<file path="src/rtl/instr_fetch_unit_if.sv">
// Fetch-unit bus bundle: instruction-memory read port plus the execute-side
// instruction handshake, redirect request and trap/status outputs.
//   master : the fetch unit (drives imem request, ir/ir_pc/ir_valid, pc, fault,
//            bad_vaddr, fetch_count; receives imem_rdata, ir_ready, redirect)
//   slave  : memory + execute side (the reverse directions)
interface instr_fetch_unit_if #(
  parameter int unsigned ADDR_W = 8
);
  logic              imem_rd_en;
  logic [ADDR_W-1:0] imem_addr;
  logic [31:0]       imem_rdata;
  logic [31:0]       ir;
  logic [31:0]       ir_pc;
  logic              ir_valid;
  logic              ir_ready;
  logic              redirect;
  logic [31:0]       redirect_pc;
  logic [31:0]       pc;
  logic              fault;
  logic [31:0]       bad_vaddr;
  logic [31:0]       fetch_count;

  modport master (
    output imem_rd_en, imem_addr, ir, ir_pc, ir_valid, pc, fault, bad_vaddr, fetch_count,
    input  imem_rdata, ir_ready, redirect, redirect_pc
  );

  modport slave (
    input  imem_rd_en, imem_addr, ir, ir_pc, ir_valid, pc, fault, bad_vaddr, fetch_count,
    output imem_rdata, ir_ready, redirect, redirect_pc
  );
endinterface

</file>
<file path="src/rtl/instr_fetch_unit.sv">
// Instruction fetch stage. Owns the PC, reads one 32-bit word per instruction
// from a synchronous-read instruction memory and hands it to execute over a
// valid/ready handshake. Accepts redirects from execute and traps on
// misaligned or out-of-range fetch addresses (sticky until reset).
// Ports:
//   clk  - clock, rising edge
//   rst  - synchronous active-high reset
//   bus  - instr_fetch_unit_if.master (imem port, ir handshake, redirect, status)
module instr_fetch_unit #(
  parameter int unsigned DEPTH    = 256,
  parameter int unsigned ADDR_W   = 8,
  parameter logic [31:0] RESET_PC = 32'h0
) (
  input  logic                  clk,
  input  logic                  rst,
  instr_fetch_unit_if.master    bus
);

  typedef enum logic [1:0] {StReq, StResp, StValid, StFault} state_e;

  localparam logic [31:0] PcLimit = 32'(4 * DEPTH);

  state_e      r_state;
  logic [31:0] r_pc;
  logic [31:0] r_ir;
  logic [31:0] r_ir_pc;
  logic        r_ir_valid;
  logic        r_fault;
  logic [31:0] r_bad_vaddr;
  logic [31:0] r_fetch_count;

  logic        w_legal;

  assign w_legal = (r_pc[1:0] == 2'b00) && (r_pc < PcLimit);

  // The read is issued whenever REQ sees a legal pc; a simultaneous redirect
  // simply leaves the returned word unused.
  assign bus.imem_rd_en  = (r_state == StReq) && w_legal;
  assign bus.imem_addr   = r_pc[ADDR_W+1:2];

  assign bus.ir          = r_ir;
  assign bus.ir_pc       = r_ir_pc;
  assign bus.ir_valid    = r_ir_valid;
  assign bus.pc          = r_pc;
  assign bus.fault       = r_fault;
  assign bus.bad_vaddr   = r_bad_vaddr;
  assign bus.fetch_count = r_fetch_count;

  always_ff @(posedge clk) begin
    if (rst) begin
      r_state       <= StReq;
      r_pc          <= RESET_PC;
      r_ir          <= 32'h0;
      r_ir_pc       <= 32'h0;
      r_ir_valid    <= 1'b0;
      r_fault       <= 1'b0;
      r_bad_vaddr   <= 32'h0;
      r_fetch_count <= 32'h0;
    end else begin
      unique case (r_state)
        StReq: begin
          if (bus.redirect) begin
            r_pc    <= bus.redirect_pc;
            r_state <= StReq;
          end else if (w_legal) begin
            r_state <= StResp;
          end else begin
            r_bad_vaddr <= r_pc;
            r_fault     <= 1'b1;
            r_state     <= StFault;
          end
        end
        StResp: begin
          if (bus.redirect) begin
            r_pc    <= bus.redirect_pc;
            r_state <= StReq;
          end else begin
            r_ir       <= bus.imem_rdata;
            r_ir_pc    <= r_pc;
            r_pc       <= r_pc + 32'd4;
            r_ir_valid <= 1'b1;
            r_state    <= StValid;
          end
        end
        StValid: begin
          // A redirect together with ir_ready retires the branch itself.
          if (bus.ir_ready) begin
            r_fetch_count <= r_fetch_count + 32'd1;
          end
          if (bus.redirect) begin
            r_pc       <= bus.redirect_pc;
            r_ir_valid <= 1'b0;
            r_state    <= StReq;
          end else if (bus.ir_ready) begin
            r_ir_valid <= 1'b0;
            r_state    <= StReq;
          end
        end
        StFault: begin
          r_state <= StFault;
        end
        default: begin
          r_state <= StReq;
        end
      endcase
    end
  end

endmodule

</file>
<file path="src/flat_wrapper.sv">
// flat-port wrapper written by rule: the top's interface ports become plain ports
module instr_fetch_unit_flat 
#(
  parameter int unsigned DEPTH    = 256,
  parameter int unsigned ADDR_W   = 8,
  parameter logic [31:0] RESET_PC = 32'h0
)
  (clk, rst, bus_imem_rd_en, bus_imem_addr, bus_ir, bus_ir_pc, bus_ir_valid, bus_pc, bus_fault, bus_bad_vaddr, bus_fetch_count, bus_imem_rdata, bus_ir_ready, bus_redirect, bus_redirect_pc);
  instr_fetch_unit_if #(.ADDR_W(ADDR_W)) bus_i ();
  input  logic clk;
  input  logic rst;
  output wire logic [$bits(bus_i.imem_rd_en)-1:0] bus_imem_rd_en;
  output wire logic [$bits(bus_i.imem_addr)-1:0] bus_imem_addr;
  output wire logic [$bits(bus_i.ir)-1:0] bus_ir;
  output wire logic [$bits(bus_i.ir_pc)-1:0] bus_ir_pc;
  output wire logic [$bits(bus_i.ir_valid)-1:0] bus_ir_valid;
  output wire logic [$bits(bus_i.pc)-1:0] bus_pc;
  output wire logic [$bits(bus_i.fault)-1:0] bus_fault;
  output wire logic [$bits(bus_i.bad_vaddr)-1:0] bus_bad_vaddr;
  output wire logic [$bits(bus_i.fetch_count)-1:0] bus_fetch_count;
  input wire logic [$bits(bus_i.imem_rdata)-1:0] bus_imem_rdata;
  input wire logic [$bits(bus_i.ir_ready)-1:0] bus_ir_ready;
  input wire logic [$bits(bus_i.redirect)-1:0] bus_redirect;
  input wire logic [$bits(bus_i.redirect_pc)-1:0] bus_redirect_pc;
  assign bus_imem_rd_en = bus_i.imem_rd_en;
  assign bus_imem_addr = bus_i.imem_addr;
  assign bus_ir = bus_i.ir;
  assign bus_ir_pc = bus_i.ir_pc;
  assign bus_ir_valid = bus_i.ir_valid;
  assign bus_pc = bus_i.pc;
  assign bus_fault = bus_i.fault;
  assign bus_bad_vaddr = bus_i.bad_vaddr;
  assign bus_fetch_count = bus_i.fetch_count;
  assign bus_i.imem_rdata = bus_imem_rdata;
  assign bus_i.ir_ready = bus_ir_ready;
  assign bus_i.redirect = bus_redirect;
  assign bus_i.redirect_pc = bus_redirect_pc;
  instr_fetch_unit #(.DEPTH(DEPTH), .ADDR_W(ADDR_W), .RESET_PC(RESET_PC)) u_core (.clk(clk), .rst(rst), .bus(bus_i));
endmodule
</file>
<file path="config.mk">
export PLATFORM = sky130hd
export DESIGN_NAME = instr_fetch_unit_flat
export DESIGN_NICKNAME = d
export VERILOG_FILES = /design/src/rtl/instr_fetch_unit_if.sv /design/src/rtl/instr_fetch_unit.sv /design/src/flat_wrapper.sv
export SDC_FILE = /design/constraint.sdc
export NUM_CORES = 1
export LEC_CHECK = 0
export ABC_AREA = 1
export ABC_CLOCK_PERIOD_IN_PS = 1700
export CAP_MARGIN = 15
export CORE_ASPECT_RATIO = 1.2
export CORE_MARGIN = 1.5
export CORE_UTILIZATION = 30
export CTS_CLUSTER_SIZE = 30
export DETAILED_ROUTE_END_ITERATION = 16
export SYNTH_ARGS = -nofsm -noshare
export SYNTH_HDL_FRONTEND = slang
export SYNTH_SLANG_ARGS = --single-unit
export TNS_END_PERCENT = 5
</file>
<file path="constraint.sdc">
create_clock -name clk -period 1.7 [get_ports clk]
set_input_delay 0.17 -clock clk [delete_from_list [all_inputs] [get_ports clk]]
set_output_delay 0.17 -clock clk [all_outputs]
set_load 0.05 [all_outputs]
</file>
==> metrics.md, run 1 <==
| Metric | Value |
|---|---|
| Initial Utilization | `30.5%` |
| Fin util | `approximately 45%` |
| Port bufs | `approximately 240` |
| I/O pin count | `between 200 and 250` |
| Register Area | `3300 µm²` |
| Worst setup SP type | `flip-flop` |
| Final hold vios | `0` |
| Fill cell count | `between 2,000 and 3,000` |
| Grt met3 use | `roughly 4.4%` |
| Synth Cell Area | `about 8000 µm²` |
| Initial antenna violation count | `2` |
| Busiest layer in global routing | `met2` |
| Met2 Use GR | `between 30% and 40%` |
| Kind of critical path | `flip-flop to primary output` |
| Part of the power in registers | `roughly two fifths` |
| Total Routed Length | `roughly 30,000 µm` |
| Cts bufs inserted | `17` |
| Clk pin slew, worst setup/hold paths | `roughly 0.07 ns` |
| Total power | `between 10 and 15 mW` |
| Final setup fails | `1` |
| #FFs+latches synth | `164` |
| Avg Inst Size Synth | `between 6 and 7 µm²` |
| Final RePlAce weighted congestion | `about 0.9` |
| Clock Latency Late Sink | `approximately 0.43 ns` |
| Most frequent cells in the layout | `nand2_1 (378), buf_4 (219), nor2_1 (186), dfxtp_1 (153), nand3_1 (141)` |
| Yosys cell types | `35` |
| Slew headroom | `between 50% and 60%` |
| Die area | `between 20,000 and 30,000 µm²` |
| WP data required | `~1.5 ns` |
| Largest net degree at the start of global routing | `95` |
| Worst-margin pin slew | `between 0.6 and 0.7 ns` |
| Core Footprint | `26,200 µm²` |
| Critical Path Fanout Max | `2` |
| Critical-path cell list | `inv_2, nand4_1, nor2_4, nand4_1, buf_4, nor2_4, buf_12` |
| First-pass GRT wire length | `~47,000 µm` |
| CP max stage cell | `dfxtp_2` |
| Hpwl dp | `22,400 µm` |
| HP Class | `input port to flip-flop` |
| Antenna-violating nets left | `0` |
| Min Tclk post-route | `slightly below 2 ns` |
| DRT iter0 DRCs | `530` |
| Slowest stage delay, CP | `about 0.32 ns` |
| Setup ws final | `-0.245 ns` |
| Gate power share | `between 20% and 30%` |
| Wire per inst | `16.0 µm` |
| Area after DPL | `between 10,000 and 15,000 µm²` |
| Pwr dens | `between 800 and 900 nW/µm²` |
| RSZ-0062 raised after global routing | `yes` |
| Vias in the first global route | `a little under 9,000` |
| Post-Syn Nets | `1,310` |
| Pins Over Slew Limit | `0` |
| Yosys Warn Count | `0` |
| Area Growth Syn to Fin | `46.8%` |
| GR Layer Usage met1 | `24.4%` |
| Seq/Total Area, Yosys | `between 40% and 50%` |
| CTS tree | `done` |
| Max VDD drop | `0.694 mV` |
| Maximum clock rate | `between 500 and 600 MHz` |
| Setup crit end kind | `primary output` |
| Maximum root-to-sink buffer count | `2` |
| Final Cycle Share | `114%` |
| Power Internal | `a little over 7 mW` |
| H-tree levels | `4` |
| Sum Neg Setup Slack | `-0.245 ns` |
| Fin nets | `roughly 1,600` |
| Switching share of power | `32.7%` |
| Failing checks | `setup timing` |
| FP Rows | `65` |
| CTS sink count | `164` |
| DRC errors left | `0` |
| P_sw | `approximately 3.4 mW` |
| Worst Skew | `between 0.01 and 0.015 ns` |
| Via count | `roughly 9,000` |
| Die height | `approximately 180 µm` |
| Most common cell after layout, fill and taps aside | `nand2_1` |
| Cts hold-fix bufs | `0` |
| CTS Root Cell | `clkbuf_16` |
| Status | `complete, but fails checks` |
| Grt total ovfl | `0` |
| Clock power frac | `a little over a third` |
| Final Instance Area | `approximately 12,000 µm²` |
| Worst endpoint data arrival time | `1.77 ns` |
| Vias/cell | `4.81` |
| Multi-input logic area | `4180 µm²` |
| Share of post-route cells with drive strength above 1 | `20.8%` |
| Leak | `4.88 nW` |
| GR Util All Layers | `between 20% and 30%` |
| DRT Pass-1 Iters | `5` |
| Die X | `152 µm` |
| Cell count after synthesis | `between 1,000 and 1,500` |
| Post-placement worst setup slack | `-0.0823 ns` |
| Maxcap violations | `0` |
[per-stage QoR]
step / hold WS, ns / cells
2_1_floorplan: 0.335 / 1240
3_3_place_gp: 0.447 / 1843
3_5_place_dp: 0.452 / 1843
4_1_cts: 0.218 / 1874
5_1_grt: 0.230 / 1876
6_report: 0.223 / 1877
[cell usage after synthesis]
master / n / area share, %
nor2_4: 3 / 0.42
nor3b_1: 1 / 0.094
o21ai_2: 1 / 0.11
nand2_2: 1 / 0.078
inv_1: 67 / 3.2
nor3_4: 1 / 0.20
nand3_1: 141 / 8.8
xnor2_1: 2 / 0.22
xor2_1: 3 / 0.33
nand3_2: 1 / 0.13
ha_1: 2 / 0.31
a21oi_1: 124 / 7.8
o21ba_2: 1 / 0.13
inv_2: 3 / 0.14
clkbuf_1: 39 / 1.8
o21ai_0: 26 / 1.6
o31ai_1: 1 / 0.094
dfxtp_1: 164 / 41
clkinv_1: 2 / 0.094
o21ai_1: 1 / 0.063
nand4_1: 10 / 0.78
a211oi_1: 4 / 0.38
buf_4: 11 / 1.0
nor2_2: 5 / 0.39
nor2_1: 206 / 9.7
nor3_1: 4 / 0.25
or2_2: 1 / 0.078
buf_6: 1 / 0.14
o21a_1: 1 / 0.094
o211ai_1: 2 / 0.19
nand2_1: 380 / 18
nor4_1: 1 / 0.078
o22ai_1: 1 / 0.078
buf_2: 18 / 1.1
nand3b_1: 11 / 1.0
[worst paths after layout]
| check | slack [ns] | depth (start not counted) | from | end |
|---|---|---|---|---|
| setup / recovery | -0.24 | 7 | u_core.bus.pc[27] | bus_imem_rd_en |
| hold / removal | 0.22 | 4 | rst | u_core.bus.pc[10] |
| setup reg to reg | 0.11 | 9 | u_core.bus.pc[13] | u_core.bus.pc[30] |
| hold reg to reg | 0.46 | 2 | u_core.bus.ir[3] | u_core.bus.ir[3] |
[timing repair]
item | in CTS | in global routing
pin swaps | 2 | 7
gates resized for setup | 43 | 33
setup endpoints to repair | 38 | 58
setup buffers | 1 | 2
[critical path, delay by kind of cell, from the launching register on]
| kind | cells | cell delay (ns) |
|---|---|---|
| AND/OR/NAND/NOR | 4 | 0.64 |
| buffers and inverters | 3 | 0.37 |
| flip-flops | 1 | 0.32 |
[registers in the layout, indices dropped and copies added, names as in the netlist]
signal                  cells
u_core.bus.pc              32
u_core.bus.fetch_count     32
u_core.bus.ir_pc           32
u_core.bus.ir              32
u_core.bus.fault            1
u_core.r_state              2
u_core.bus.ir_valid         1
u_core.bus.bad_vaddr       32
[cells by family after synthesis]
group	after synthesis	synth area share [%]
flip-flops	164	41.1
buffers and inverters	141	7.52
adder cells (fa/ha/maj)	2	0.313
AO/OA/AOI/OAI	162	10.5
AND/OR/NAND/NOR	766	39.9
XOR/XNOR	5	0.549
[power by group through the flow]
stage               clock network, mW  logic [mW]  registers (mW)
global route                     4.08        2.66            4.20
finish                           3.84        2.49            4.18
detailed placement                  0        2.49            4.26
floorplan                           0       0.777            4.92
CTS                              3.94        2.49            4.17
global placement                    0        2.48            4.25
[cell type report]
type | count | area share (%)
multi-input cells | 935 | 35.7
flip-flops and latches | 164 | 28.1
repair buffers | 340 | 25.4
clock buffers | 19 | 3.70
well taps | 335 | 3.58
inverters | 72 | 2.31
clock inverters | 11 | 1.12
diodes | 1 | 0.0214
[layer usage]
metal | part of all wire [%] | vias to the layer above
met5 | 0.040 | -
met4 | 4.1 | 2
met3 | 5.7 | 62
met2 | 49 | 264
met1 | 41 | 4140
li1 | - | 4551
No activity file was read; power rests on OpenSTA's default activity.
==> run 2, diff against run 1 <==
--- a/config.mk
+++ b/config.mk
@@ -13,6 +13,7 @@
 export CORE_UTILIZATION = 30
 export CTS_CLUSTER_SIZE = 30
 export DETAILED_ROUTE_END_ITERATION = 16
+export HOLD_SLACK_MARGIN = 0.06
 export SYNTH_ARGS = -nofsm -noshare
 export SYNTH_HDL_FRONTEND = slang
 export SYNTH_SLANG_ARGS = --single-unit
==> results of run 2 <==
No change in the layout: final DEF, timing and power equal those of run 1.
==> edit (flow settings as in run 1) <==
`ADDR_W` is set to 8 in 3 places; all go to 6.
--- a/src/rtl/instr_fetch_unit_if.sv
+++ b/src/rtl/instr_fetch_unit_if.sv
@@ -5,5 +5,5 @@
 //   slave  : memory + execute side (the reverse directions)
 interface instr_fetch_unit_if #(
-  parameter int unsigned ADDR_W = 8
+  parameter int unsigned ADDR_W = 6
 );
   logic              imem_rd_en;
--- a/src/rtl/instr_fetch_unit.sv
+++ b/src/rtl/instr_fetch_unit.sv
@@ -9,5 +9,5 @@
 module instr_fetch_unit #(
   parameter int unsigned DEPTH    = 256,
-  parameter int unsigned ADDR_W   = 8,
+  parameter int unsigned ADDR_W   = 6,
   parameter logic [31:0] RESET_PC = 32'h0
 ) (
--- a/src/flat_wrapper.sv
+++ b/src/flat_wrapper.sv
@@ -3,5 +3,5 @@
 #(
   parameter int unsigned DEPTH    = 256,
-  parameter int unsigned ADDR_W   = 8,
+  parameter int unsigned ADDR_W   = 6,
   parameter logic [31:0] RESET_PC = 32'h0
 )
Ports: changed (resized bus_imem_addr); port bits go from 239 to 237. No check against the original RTL was run, so the function may have changed too.
==> edit against run 1 <==
The run still ends with negative setup slack left; power rose by 1.4%; sequential cell count stayed put; worst setup slack improved by 0.0082 ns; non-clock buffer count is the same; maximum frequency up 0.42%; synthesized area down 0.19%; die area is 0.18% lower; final area hardly changed; wire length up 1.8%; largest cell class unchanged; largest power group unchanged; highest routed layer is now met4.
==> edit: results (changes against run 1) <==
[outcome]
status = complete, but fails checks
violations = negative setup slack

[place]
dp_hpwl_mm = 22.6  ; +1.2%
pre_cts_slack_ns = -0.0613  ; +0.0210 ns
gp_congestion = 0.958  ; +4.7%
place_area_um2 = 11000  ; -0.56%
portBuffers = 236  ; -0.84%

[timing]
holdWs_ns = 0.200  ; -0.0230 ns
worst_slew_pin_slew_ns = 0.614  ; -0.0215 ns
clock-skew-final_ns = 0.0136  ; -0.00125 ns
setup-tns-final_ns = -0.245  ; -0.000163 ns
finalWorstSetupSlack_ns = -0.237  ; +0.00822 ns
finalSetupViolCount = 2  ; +1

[layout]
drive_above_1_share_pct = 20.5  ; -0.32 points

[synth]
syn_avg_cell_area_um2 = 6.43  ; about the same
seq_area_frac_synth_pct = 41.2  ; +0.078 points
synthesis.nets = 1308  ; -0.15%
async_flop_share_pct = 0  ; unchanged
synth_area_leaders = dfxtp_1 (41%), nand2_1 (18%), nor2_1 (9.7%)

[min_path]
hold_path.class = in -> reg
min_from = rst

[grt]
grt_max_degree = 119  ; +25%
grtUsageTotal_pct = 21.9  ; +0.72 points
grt_pass1_wl_mm = 46.4  ; -0.37%
grt_pass1_vias = 8612  ; -0.95%

[critical_path]
path_max_fanout = 2  ; unchanged
r2r_slack_ns = -0.01  ; -0.12 ns
worstReg2RegEnd = u_core.bus.ir_pc[12]
rr_startpoint = u_core.r_state[1]
worst_r2r_path_depth = 5  ; -4

[power_and_ir_drop]
vdd_ir_drop_max_mv = 0.646  ; -6.9%
leakage_nw = 4.91  ; +0.45%

[detailed_routing]
vias = 9042  ; +0.26%
wirelength_mm = 30.5  ; +1.8%
first_iter_violations = 464  ; -12%

[clock_tree]
path_clk_slew_ns = 0.06

edit: final cells by class:
cell class              count  area (um2)
fillers                  2805       14500
multi-input cells         935        4190
flip-flops and latches    164        3290
repair buffers            340        2960
clock buffers              21         460
well taps                 335         419
inverters                  72         273
clock inverters             9         130
diodes                      1        2.50
edit: report_power, final:
| part | leakage (nW) | switching, mW | internal (mW) |
|---|---|---|---|
| registers | 1.34 | 0.138 | 4.04 |
| logic | 3.29 | 1.62 | 0.866 |
| clock network | 0.277 | 1.63 | 2.37 |
| total | 4.91 | 3.39 | 7.27 |
edit: cells by family (layout without fill, tap and decap cells):
logic type               after synthesis  after routing  share of synthesized area (%)
buffers and inverters                139            442                           7.35
AO/OA/AOI/OAI                        162            162                           10.6
adder cells (fa/ha/maj)                2              2                          0.314
other                                  0              1                              0
AND/OR/NAND/NOR                      766            766                           40.0
XOR/XNOR                               5              5                          0.550
flip-flops                           164            164                           41.2
edit: worst max-delay path by stage:
stage / start / endpoint / slack, ns
after floorplan: u_core.bus.fetch_count[1] / u_core.bus.fetch_count[16] / -0.11
after global placement: bus_redirect / u_core.bus.pc[19] / -0.04
after detailed placement: bus_redirect / u_core.bus.pc[19] / -0.06
after CTS: u_core.bus.pc[26] / bus_imem_rd_en / -0.27
after global routing: u_core.bus.pc[14] / bus_imem_rd_en / -0.31
final: u_core.bus.pc[27] / bus_imem_rd_en / -0.24
edit: what timing repair did:
| action | CTS | global route |
|---|---|---|
| setup endpoints to repair | 39 | 71 |
| gates resized for setup | 40 | 36 |
| pin swaps | 1 | 2 |
| cloned | 0 | 2 |
| buffers inserted | 1 | 1 |
edit: metal layers:
layer  wire length (um)  track usage, %  vias up
met5                  0               0        -
met4               1040            9.00        0
met3               1650            4.70       51
met2              15500            38.6      230
met1              12400            25.3     4191
li1                   -               -     4570
edit: worst register-to-register path, delay by kind of cell, from the launching register on:
kind / cells / cell delay [ns]
compound gates: 1 / 0.18
buf+inv: 3 / 0.88
flops: 1 / 0.32
simple gates: 1 / 0.26
